## src/rtl/sseg_pkg.sv

```systemverilog
// Shared constants and helpers for seven-segment display blocks.
// Segment patterns are active-high in g,f,e,d,c,b,a order (bit 6 = g, bit 0 = a);
// pins are inverted at the driver.
package sseg_pkg;

  // All segments and the decimal point dark on an active-low display.
  localparam logic [7:0] SEG_OFF = 8'hFF;

  // Hex glyphs 0..F. Entry 0 is the rightmost element of the concatenation.
  localparam logic [15:0][6:0] HEX_TABLE = {
    7'h71, 7'h79, 7'h5E, 7'h39,  // F E d C
    7'h7C, 7'h77, 7'h6F, 7'h7F,  // b A 9 8
    7'h07, 7'h7D, 7'h6D, 7'h66,  // 7 6 5 4
    7'h4F, 7'h5B, 7'h06, 7'h3F   // 3 2 1 0
  };

  // Map one nibble to its active-high g..a pattern.
  function automatic logic [6:0] hex_to_seg(input logic [3:0] nibble);
    return HEX_TABLE[nibble];
  endfunction

endpackage

```

## src/rtl/sseg_hex_decode.sv

```systemverilog
// Combinational hex-to-seven-segment decoder: nibble in, active-high g..a out.
// Kept as a separate block so other display drivers can reuse it.
module sseg_hex_decode
  import sseg_pkg::*;
(
  input  logic [3:0] nibble,
  output logic [6:0] pattern
);

  assign pattern = hex_to_seg(nibble);

endmodule

```

## src/rtl/sseg_scan_driver.sv

```systemverilog
// Time-multiplexed N-digit seven-segment driver.
// Data is captured into a pending register on load and committed to a shadow
// register only at frame boundaries, so a frame never mixes old and new digits.
// Each digit slot lasts DIV cycles; the first DEAD cycles are blank to avoid
// ghosting. Segment and digit-enable pins are active-low and registered.
module sseg_scan_driver
  import sseg_pkg::*;
#(
  parameter int N_DIGITS = 4,
  parameter int DIV      = 50000,
  parameter int DEAD     = 64
) (
  input  logic                  clk,
  input  logic                  rst_n,
  input  logic [4*N_DIGITS-1:0] value,
  input  logic [N_DIGITS-1:0]   dp,
  input  logic                  blank_lz,
  input  logic                  load,
  input  logic                  enable,
  output logic [7:0]            sseg,
  output logic [N_DIGITS-1:0]   en_dig,
  output logic                  frame_done
);

  localparam int IDX_W = (N_DIGITS > 1) ? $clog2(N_DIGITS) : 1;
  localparam int PC_W  = $clog2(DIV);

  localparam logic [IDX_W-1:0] IDX_LAST = IDX_W'(N_DIGITS - 1);
  localparam logic [PC_W-1:0]  PC_LAST  = PC_W'(DIV - 1);
  localparam logic [PC_W-1:0]  PC_DEAD  = PC_W'(DEAD);

  // Scan position
  logic [PC_W-1:0]  pc;
  logic [IDX_W-1:0] idx;

  // Data captured by load, waiting for the next frame boundary
  logic [4*N_DIGITS-1:0] pend_value;
  logic [N_DIGITS-1:0]   pend_dp;
  logic                  pend_blz;

  // Data currently on display
  logic [4*N_DIGITS-1:0] shd_value;
  logic [N_DIGITS-1:0]   shd_dp;
  logic                  shd_blz;

  // Scan events
  logic slot_end;
  logic boundary;

  // Current-digit view of the shadow register
  logic [3:0]          cur_nib;
  logic                cur_dp;
  logic                cur_lz;
  logic                lz_run;
  logic                blank_cur;
  logic [N_DIGITS-1:0] dig_sel;
  logic [6:0]          cur_pat;

  assign slot_end = enable && (pc == PC_LAST);
  assign boundary = slot_end && (idx == IDX_LAST);

  // Prescaler and digit index; both held at zero while the display is disabled.
  always_ff @(posedge clk or negedge rst_n) begin
    if (!rst_n) begin
      pc  <= '0;
      idx <= '0;
    end else if (!enable) begin
      // NOTE: sequential state uses non-blocking assignments so every register
      // samples pre-edge values regardless of statement order.
      pc  <= '0;
      idx <= '0;
    end else if (slot_end) begin
      pc  <= '0;
      idx <= (idx == IDX_LAST) ? '0 : idx + IDX_W'(1);
    end else begin
      pc <= pc + PC_W'(1);
    end
  end

  // Pending register: the last load before a boundary wins.
  always_ff @(posedge clk or negedge rst_n) begin
    if (!rst_n) begin
      // NOTE: these data registers are small and must come up blank, so they
      // are reset explicitly rather than left to power-up state.
      pend_value <= '0;
      pend_dp    <= '0;
      pend_blz   <= 1'b0;
    end else if (load) begin
      pend_value <= value;
      pend_dp    <= dp;
      pend_blz   <= blank_lz;
    end
  end

  // Shadow register: tracks pending while dark, otherwise commits at frame
  // boundaries; a load on the boundary cycle bypasses straight to the display.
  always_ff @(posedge clk or negedge rst_n) begin
    if (!rst_n) begin
      shd_value <= '0;
      shd_dp    <= '0;
      shd_blz   <= 1'b0;
    end else if (!enable) begin
      shd_value <= pend_value;
      shd_dp    <= pend_dp;
      shd_blz   <= pend_blz;
    end else if (boundary) begin
      shd_value <= load ? value    : pend_value;
      shd_dp    <= load ? dp       : pend_dp;
      shd_blz   <= load ? blank_lz : pend_blz;
    end
  end

  // Frame pulse one cycle after the wrap from the last digit to digit 0.
  always_ff @(posedge clk or negedge rst_n) begin
    if (!rst_n) begin
      frame_done <= 1'b0;
    end else begin
      frame_done <= boundary;
    end
  end

  // Select the current digit's nibble/dp and track the leading-zero run from
  // the most significant digit down to the current one.
  always_comb begin
    // NOTE: every variable gets a default before the loop so no path leaves
    // it unassigned, which would otherwise infer a latch.
    cur_nib = 4'h0;
    cur_dp  = 1'b0;
    cur_lz  = 1'b0;
    lz_run  = 1'b1;
    dig_sel = '0;
    for (int i = N_DIGITS - 1; i >= 0; i--) begin
      lz_run = lz_run && (shd_value[4*i +: 4] == 4'h0);
      if (idx == IDX_W'(i)) begin
        cur_nib    = shd_value[4*i +: 4];
        cur_dp     = shd_dp[i];
        cur_lz     = lz_run;
        dig_sel[i] = 1'b1;
      end
    end
  end

  // Digit 0 always shows, even when the whole value is zero.
  assign blank_cur = shd_blz && cur_lz && (idx != '0);

  sseg_hex_decode u_hex_decode (
    .nibble  (cur_nib),
    .pattern (cur_pat)
  );

  // Registered pins: dark during dead time or when disabled; a blanked digit
  // keeps its decimal point and enables the digit only if that point is lit.
  always_ff @(posedge clk or negedge rst_n) begin
    if (!rst_n) begin
      sseg   <= SEG_OFF;
      en_dig <= '1;
    end else if (!enable || (pc < PC_DEAD)) begin
      sseg   <= SEG_OFF;
      en_dig <= '1;
    end else if (blank_cur) begin
      sseg   <= {~cur_dp, 7'h7F};
      en_dig <= cur_dp ? ~dig_sel : '1;
    end else begin
      sseg   <= ~{cur_dp, cur_pat};
      en_dig <= ~dig_sel;
    end
  end

endmodule

```

## config.mk

```make
export PLATFORM = sky130hd
export DESIGN_NAME = sseg_scan_driver
export DESIGN_NICKNAME = d
export VERILOG_FILES = /design/src/rtl/sseg_pkg.sv /design/src/rtl/sseg_hex_decode.sv /design/src/rtl/sseg_scan_driver.sv
export SDC_FILE = /design/constraint.sdc
export NUM_CORES = 1
export LEC_CHECK = 0
export CORE_UTILIZATION = 44
export CTS_CLUSTER_DIAMETER = 50
export DETAILED_ROUTE_END_ITERATION = 12
export DONT_BUFFER_PORTS = 1
export PLACE_DENSITY = 0.58
export SLEW_MARGIN = 20
export SYNTH_ARGS = -nofsm -noshare
export SYNTH_HDL_FRONTEND = slang
export SYNTH_SLANG_ARGS = --single-unit
export TNS_END_PERCENT = 100
```

## constraint.sdc

```tcl
create_clock -name clk -period 7 [get_ports clk]
set_clock_uncertainty 0.05 [all_clocks]
set_input_delay 0.7 -clock clk [delete_from_list [all_inputs] [get_ports clk]]
set_output_delay 0.7 -clock clk [all_outputs]
set_load 0.1 [all_outputs]
```

# --- Word-level counts from Yosys, hierarchy flattened ---
# Memory sizes are Yosys's and may differ from the RTL's.
# Index checks and enable logic that the tools add are counted.
word_totals:
  inputBits: 25
  word_cells: 76
  n_memories: 1
  output_inout_bits: 13
  romBits: 112
  ff_bits: 73
memory_table:
  columns: ["name", "words", "word_bits", "read_ports", "rd_clocked_by_memory_dff", "write_ports", "line_no", "source"]
  rows:
  - ["(no name shown)", 16, 7, 1, 0, 0, "sseg_pkg.sv:19", "return HEX_TABLE[nibble];"]
op_classes:
  order_cmp: 2
  eq_ne: 6
  n_reduce_logical: 15
  bitwise: 3
  n_addsub: 2
  mux: 36
ops:
  columns: ["cell", "n"]
  rows:
  - ["$mux W16", 5]
  - ["$mux W4", 10]
  - ["$add A16 B1 Y16 const B", 1]
  - ["$eq A16 B16 Y1 const B", 1]
  - ["$logic_not A4 Y1", 4]
  - ["$lt A16 B7 Y1 const B", 1]
  - ["$mux W8", 2]
  - ["$mux W1", 15]
  - ["$not A8 Y8", 1]
  - ["$logic_and A1 B1 Y1", 7]
  - ["$mux W7", 1]
  - ["$mux W2", 3]
  - ["$lt A4 B5 Y1 const B", 1]
  - ["$eq A2 B2 Y1 const B", 2]
  - ["$ne A2 B1 Y1 const B", 2]
  - ["$not A4 Y4", 1]
  - ["$add A2 B1 Y2 const B", 1]
  - ["$eq A2 B1 Y1 const B", 1]
  - ["$logic_not A2 Y1", 1]
  - ["$reduce_bool A2 Y1", 1]
  - ["$logic_not A1 Y1", 1]
  - ["$logic_or A1 B1 Y1", 1]
  - ["$not A1 Y1", 1]

# --- Logic depth before layout (Yosys ltp) ---
logic_depth:
  ltp_word: 10
  depth_mapped: 11
  ltp_nobuf: 10

# --- By module ---
# From an unflattened synthesis, not the netlist that was laid out.
hier_totals:
  hier_cells: 376
  hier_area_um2: 3778.6
modules_own_cells:
  columns: ["mod", "n_inst", "seq_area_each_um2", "area_per_inst_um2", "cells_per_inst"]
  rows:
  - ["sseg_scan_driver", 1, 1841.8, 3490.8, 343]
  - ["sseg_hex_decode", 1, 0.0, 287.8, 33]

# --- Worst setup path before layout ---
# Ideal clock, no wire load.
synth_timing:
  path_type: "register -> register"
  from: "reg idx[1]"
  to: "reg sseg[1]"
  required_ps: 6886
  setup_slack_ps: 4678
  path_buffers: 1
  path_stages_with_launch: 11
  t_arrival_ps: 2207
  setup_ps: 64
  path_cell_list: "dfrtp_1 > inv_1 > ha_1 > clkbuf_1 > a21oi_1 > a32oi_1 > inv_1 > ha_1 > nor2_1 > a211o_1 > nand3_1"
synth_via:
  elab_chain_len: 10
synth_rtl:
  columns: ["item", "line_no", "source"]
  rows:
  - ["start, declared", "sseg_scan_driver.sv:34", "logic [IDX_W-1:0] idx;"]
  - ["start signal, assigned", "sseg_scan_driver.sv:74", "idx <= (idx == IDX_LAST) ? '0 : idx + IDX_W'(1);"]
  - ["$eq A2 B2 Y1", "sseg_scan_driver.sv:134", "if (idx == IDX_W'(i)) begin"]
  - ["$mux W4 (4 in series)", "sseg_scan_driver.sv:134", null]
  - ["$mem_v2 Z16 W7", null, null]
  - ["$mux W7 (implied by the code)", "sseg_pkg.sv:19", null]
  - ["$not A8 Y8", "sseg_scan_driver.sv:164", "sseg <= ~{cur_dp, cur_pat};"]
  - ["$mux W8 (*)", "sseg_scan_driver.sv:160", "end else if (blank_cur) begin"]
  - ["$mux W8 (*)", "sseg_scan_driver.sv:157", "end else if (!enable || (pc < PC_DEAD)) begin"]
  - ["end signal, assigned", "sseg_scan_driver.sv:161", "sseg <= {~cur_dp, 7'h7F};"]
  - ["end signal, assigned", "sseg_scan_driver.sv:164", null]
  - ["end, declared", "sseg_scan_driver.sv:20", "output logic [7:0] sseg,"]
# Every way passes the cells marked *; elsewhere a longest branch is shown, timed or not. The select of a mux whose other input is x is not followed.
# A chain may end at the register's enable or synchronous reset.

# --- Worst setup path in the final report ---
layout_timing:
  from: "reg idx[0]"
  to: "reg sseg[3]"
# The elaborated chain is that of the path after synthesis.

==> impl_metrics.py <==
metrics = {
    "worst_setup_path": {
        "required_ns": 7.21,
        "path_max_fanout": 11,
        "r2r-start": "idx[0]",
        "r2r_cells": 10,
        "cp-end-kind": "flip-flop",
        "r2r_end": "sseg[3]",
        "crit_type": "flip-flop to flip-flop",
        "start_kind": "flip-flop",
        "arrival_ns": 2.78,
        "rrSetupSlack_ns": 4.44,
    },
    "synthesis": {
        "yosysWarnings": 0,
        "syn-instance-count": 330,
        "synth_fp_nets": 367,
        "synth-seq-cells": 73,
        "synth_largest_area_cell": "dfrtp_1",
        "synth.avg_cell_area_sq_um": 10.62,
        "synth_area_leaders": "dfrtp_1 44%, dfstp_2 9.0%, mux2_2 6.7%",
        "yosysSeqAreaShare_pct": 52.55,
        "synth_area_sq_um": 3505,
        "synth_top_area_share_pct": 43.56,
        "ys_types": 36,
    },
    "placement": {
        "place_area_sq_um": 3573,
        "place_congestion": 0.7529,
        "portBuffers": 0,
        "place_inst": 419,
        "hpwlAfterDp_um": 4412,
    },
    "final_layout": {
        "layout.area.seq_sq_um": 1842,
        "drive_gt1_share_pct": 15.52,
        "final_nets": 367,
        "multiInputGateArea_sq_um": 1533,
        "final_core_util_pct": 49.38,
        "layout.cells.non_filler": 437,
        "design_area_sq_um": 3816,
        "n_antenna_cell": 0,
        "n_fill_cell": 706,
        "area_growth_pct": 8.890,
    },
    "clock_tree": {
        "cts_tree": "built",
        "cts_buffers": 9,
        "cts_sinks": 73,
        "clock_latency_ns": 0.34,
        "h-tree-depth": 3,
        "cts_resized": 0,
        "cts_root_buffer": "clkbuf_8",
        "postCtsSetupBuffers": 0,
        "path_clk_slew_ns": 0.07,
        "clock_path_buffers": 2,
    },
    "global_routing": {
        "grt_pass1_vias": 2302,
        "gr-total-overflow": 0,
        "track_usage_pct": 17.89,
        "antenna_found_initial": 0,
        "grt_start_max_net_pins": 62,
        "grt_pass1_wl_um": 11500,
    },
    "timing": {
        "holdWs_ns": 0.1480,
        "drv_slew": 0,
        "min_period_ns": 2.564,
        "finalHoldViolations": 0,
        "rsz0062_at_grt": "no",
        "maxSlewHeadroom_pct": 42.09,
        "timing.final.crit_share_pct": 36.64,
        "setup_tns_ns": 0,
        "fmax_ghz": 0.3899,
        "setup_viol": 0,
        "worst_pin_slew_ns": 0.8692,
    },
    "floorplan": {
        "die_area_sq_um": 8326,
        "io_pins": 38,
        "fp.dieH_um": 91.25,
        "start_util_pct": 45.35,
        "fp.dieW_um": 91.25,
        "fp-row-count": 32,
        "coreArea_sq_um": 7727,
    },
    "hold_path": {
        "hold_class": "primary input to asynchronous set/reset pin",
    },
    "status": {
        "failed_checks": "design-rule violations",
        "status": "finished with violations",
    },
    "pwr": {
        "p_comb_share_pct": 9.6,
        "p_seq_share_pct": 52.6,
        "power.leakage_nw": 1.737,
        "p_sw_share_pct": 23.80,
        "intPower_uw": 681.9,
        "ir_drop_uv": 150.4,
        "powerDensity_nw_per_um2": 234.5,
        "clkPwrFrac_pct": 37.8,
        "p_sw_uw": 213.0,
    },
    "drt": {
        "routed_wl_um": 6714,
        "drc": 1,
        "vias_per_cell": 5.259,
        "wl_per_cell_um": 15.36,
        "drt_iter0_markers": 104,
        "drt-pass1-iter-count": 8,
        "ant_nets": 0,
        "vias": 2298,
    },
    "run": {
        "max_cap_viol_count": 0,
    },
}
-- power groups by stage --
stage                     sequential (mW)  combinational (mW)  clock, mW
after floorplan                     0.471              0.0666          0
after global placement              0.478              0.0741          0
after detailed placement            0.479              0.0767          0
after CTS                           0.471              0.0863      0.350
after global routing                0.474              0.0984      0.369
final                               0.471              0.0857      0.338
-- registers in the layout (all words and copies together), names as in the netlist --
name,flops
en_dig,4
frame_done,1
pend_value,16
pend_dp,4
shd_blz,1
shd_dp,4
shd_value,16
sseg,8
pend_blz,1
pc,16
idx,2
-- layout make-up --
cell class / count / area share [%]
clock buffers: 14 / 4.525
repair buffers: 4 / 1.311
multi-input cells: 227 / 40.16
clock inverters: 2 / 0.9180
well taps: 102 / 3.344
inverters: 15 / 1.475
flip-flops and latches: 73 / 48.26
-- per-stage QoR --
step	power, mW	setup WS [ns]
after floorplan	0.5371	4.678
after global placement	0.5524	4.473
after detailed placement	0.5556	4.362
after CTS	0.9068	4.339
after global routing	0.9419	4.120
final	0.8948	4.436
-- cell usage after synthesis (all sizes together) --
cell / count
nand3b: 3
dfstp: 12
and3: 2
nor3: 8
clkinv: 1
a32oi: 2
inv: 14
o21ai: 25
nor4: 3
o221ai: 3
mux2: 21
a21oi: 10
a211oi: 3
nor2: 28
or2: 1
a22oi: 2
a211o: 1
nand4: 2
nand3: 11
and2: 1
dfrtp: 61
nand4bb: 2
or4: 3
nand2: 39
nor2b: 2
xnor2: 8
clkbuf: 11
o31ai: 3
a32o: 1
mux2i: 23
xor2: 6
buf: 4
or3: 2
ha: 12
-- how the worst max path moves through the flow --
stage	to	start	cells past startpoint
global placement	sseg[3]	idx[1]	9
floorplan	sseg[1]	idx[1]	10
detailed placement	sseg[0]	idx[1]	7
global route	sseg[5]	idx[1]	9
finish	sseg[3]	idx[0]	10
CTS	sseg[0]	idx[1]	7
-- per-layer routing --
metal,part of all wire (%),up-vias,global-route usage (%)
met2,45,40,27.46
met5,0,-,0
met1,49,1111,23.64
li1,-,1137,-
met4,1.8,0,6.217
met3,4.0,10,6.030
-- layout by cell type (no fill, tap or decap), drive strengths merged, types with 3 or more instances in the layout --
| cell type | netlist | layout |
|---|---|---|
| xnor2 | 8 | 8 |
| a21oi | 10 | 10 |
| nand2 | 39 | 39 |
| o221ai | 3 | 3 |
| mux2i | 23 | 23 |
| nand3b | 3 | 3 |
| dfstp | 12 | 12 |
| xor2 | 6 | 6 |
| nor4 | 3 | 3 |
| a211oi | 3 | 3 |
| o31ai | 3 | 3 |
| nor2 | 28 | 28 |
| ha | 12 | 12 |
| o21ai | 25 | 25 |
| or4 | 3 | 3 |
| buf | 4 | 3 |
| inv | 14 | 14 |
| dfrtp | 61 | 61 |
| nor3 | 8 | 8 |
| clkbuf | 11 | 15 |
| mux2 | 21 | 21 |
| nand3 | 11 | 11 |
-- worst max-delay path, cell delays in order, from the launching register on --
cell and delay [ns]:
dfrtp_1 0.41, inv_1 0.10, ha_1 0.34, nor2_1 0.18, nand3_1 0.10, a32oi_1 0.42
inv_1 0.18, ha_1 0.30, nor2_1 0.16, a211oi_1 0.06, o21ai_0 0.17
-- repair_timing --
| item | CTS | global route |
|---|---|---|
| setup endpoints to repair | 0 | 0 |
| hold buffers | 1 | 0 |
| endpoints found under the hold margin | 61 | 0 |
-- kinds of logic (layout without fill, tap and decap cells) --
family / after synthesis / count (layout) / synth area share, %
AND/OR/NAND/NOR: 107 / 107 / 14.14
multiplexers: 44 / 44 / 13.32
adder cells (fa/ha/maj): 12 / 12 / 4.284
flip-flops: 73 / 73 / 52.55
AO/OA/AOI/OAI: 50 / 50 / 8.497
XOR/XNOR: 14 / 14 / 3.499
buffers and inverters: 30 / 35 / 3.713
Power figures use the tool's default switching activity.
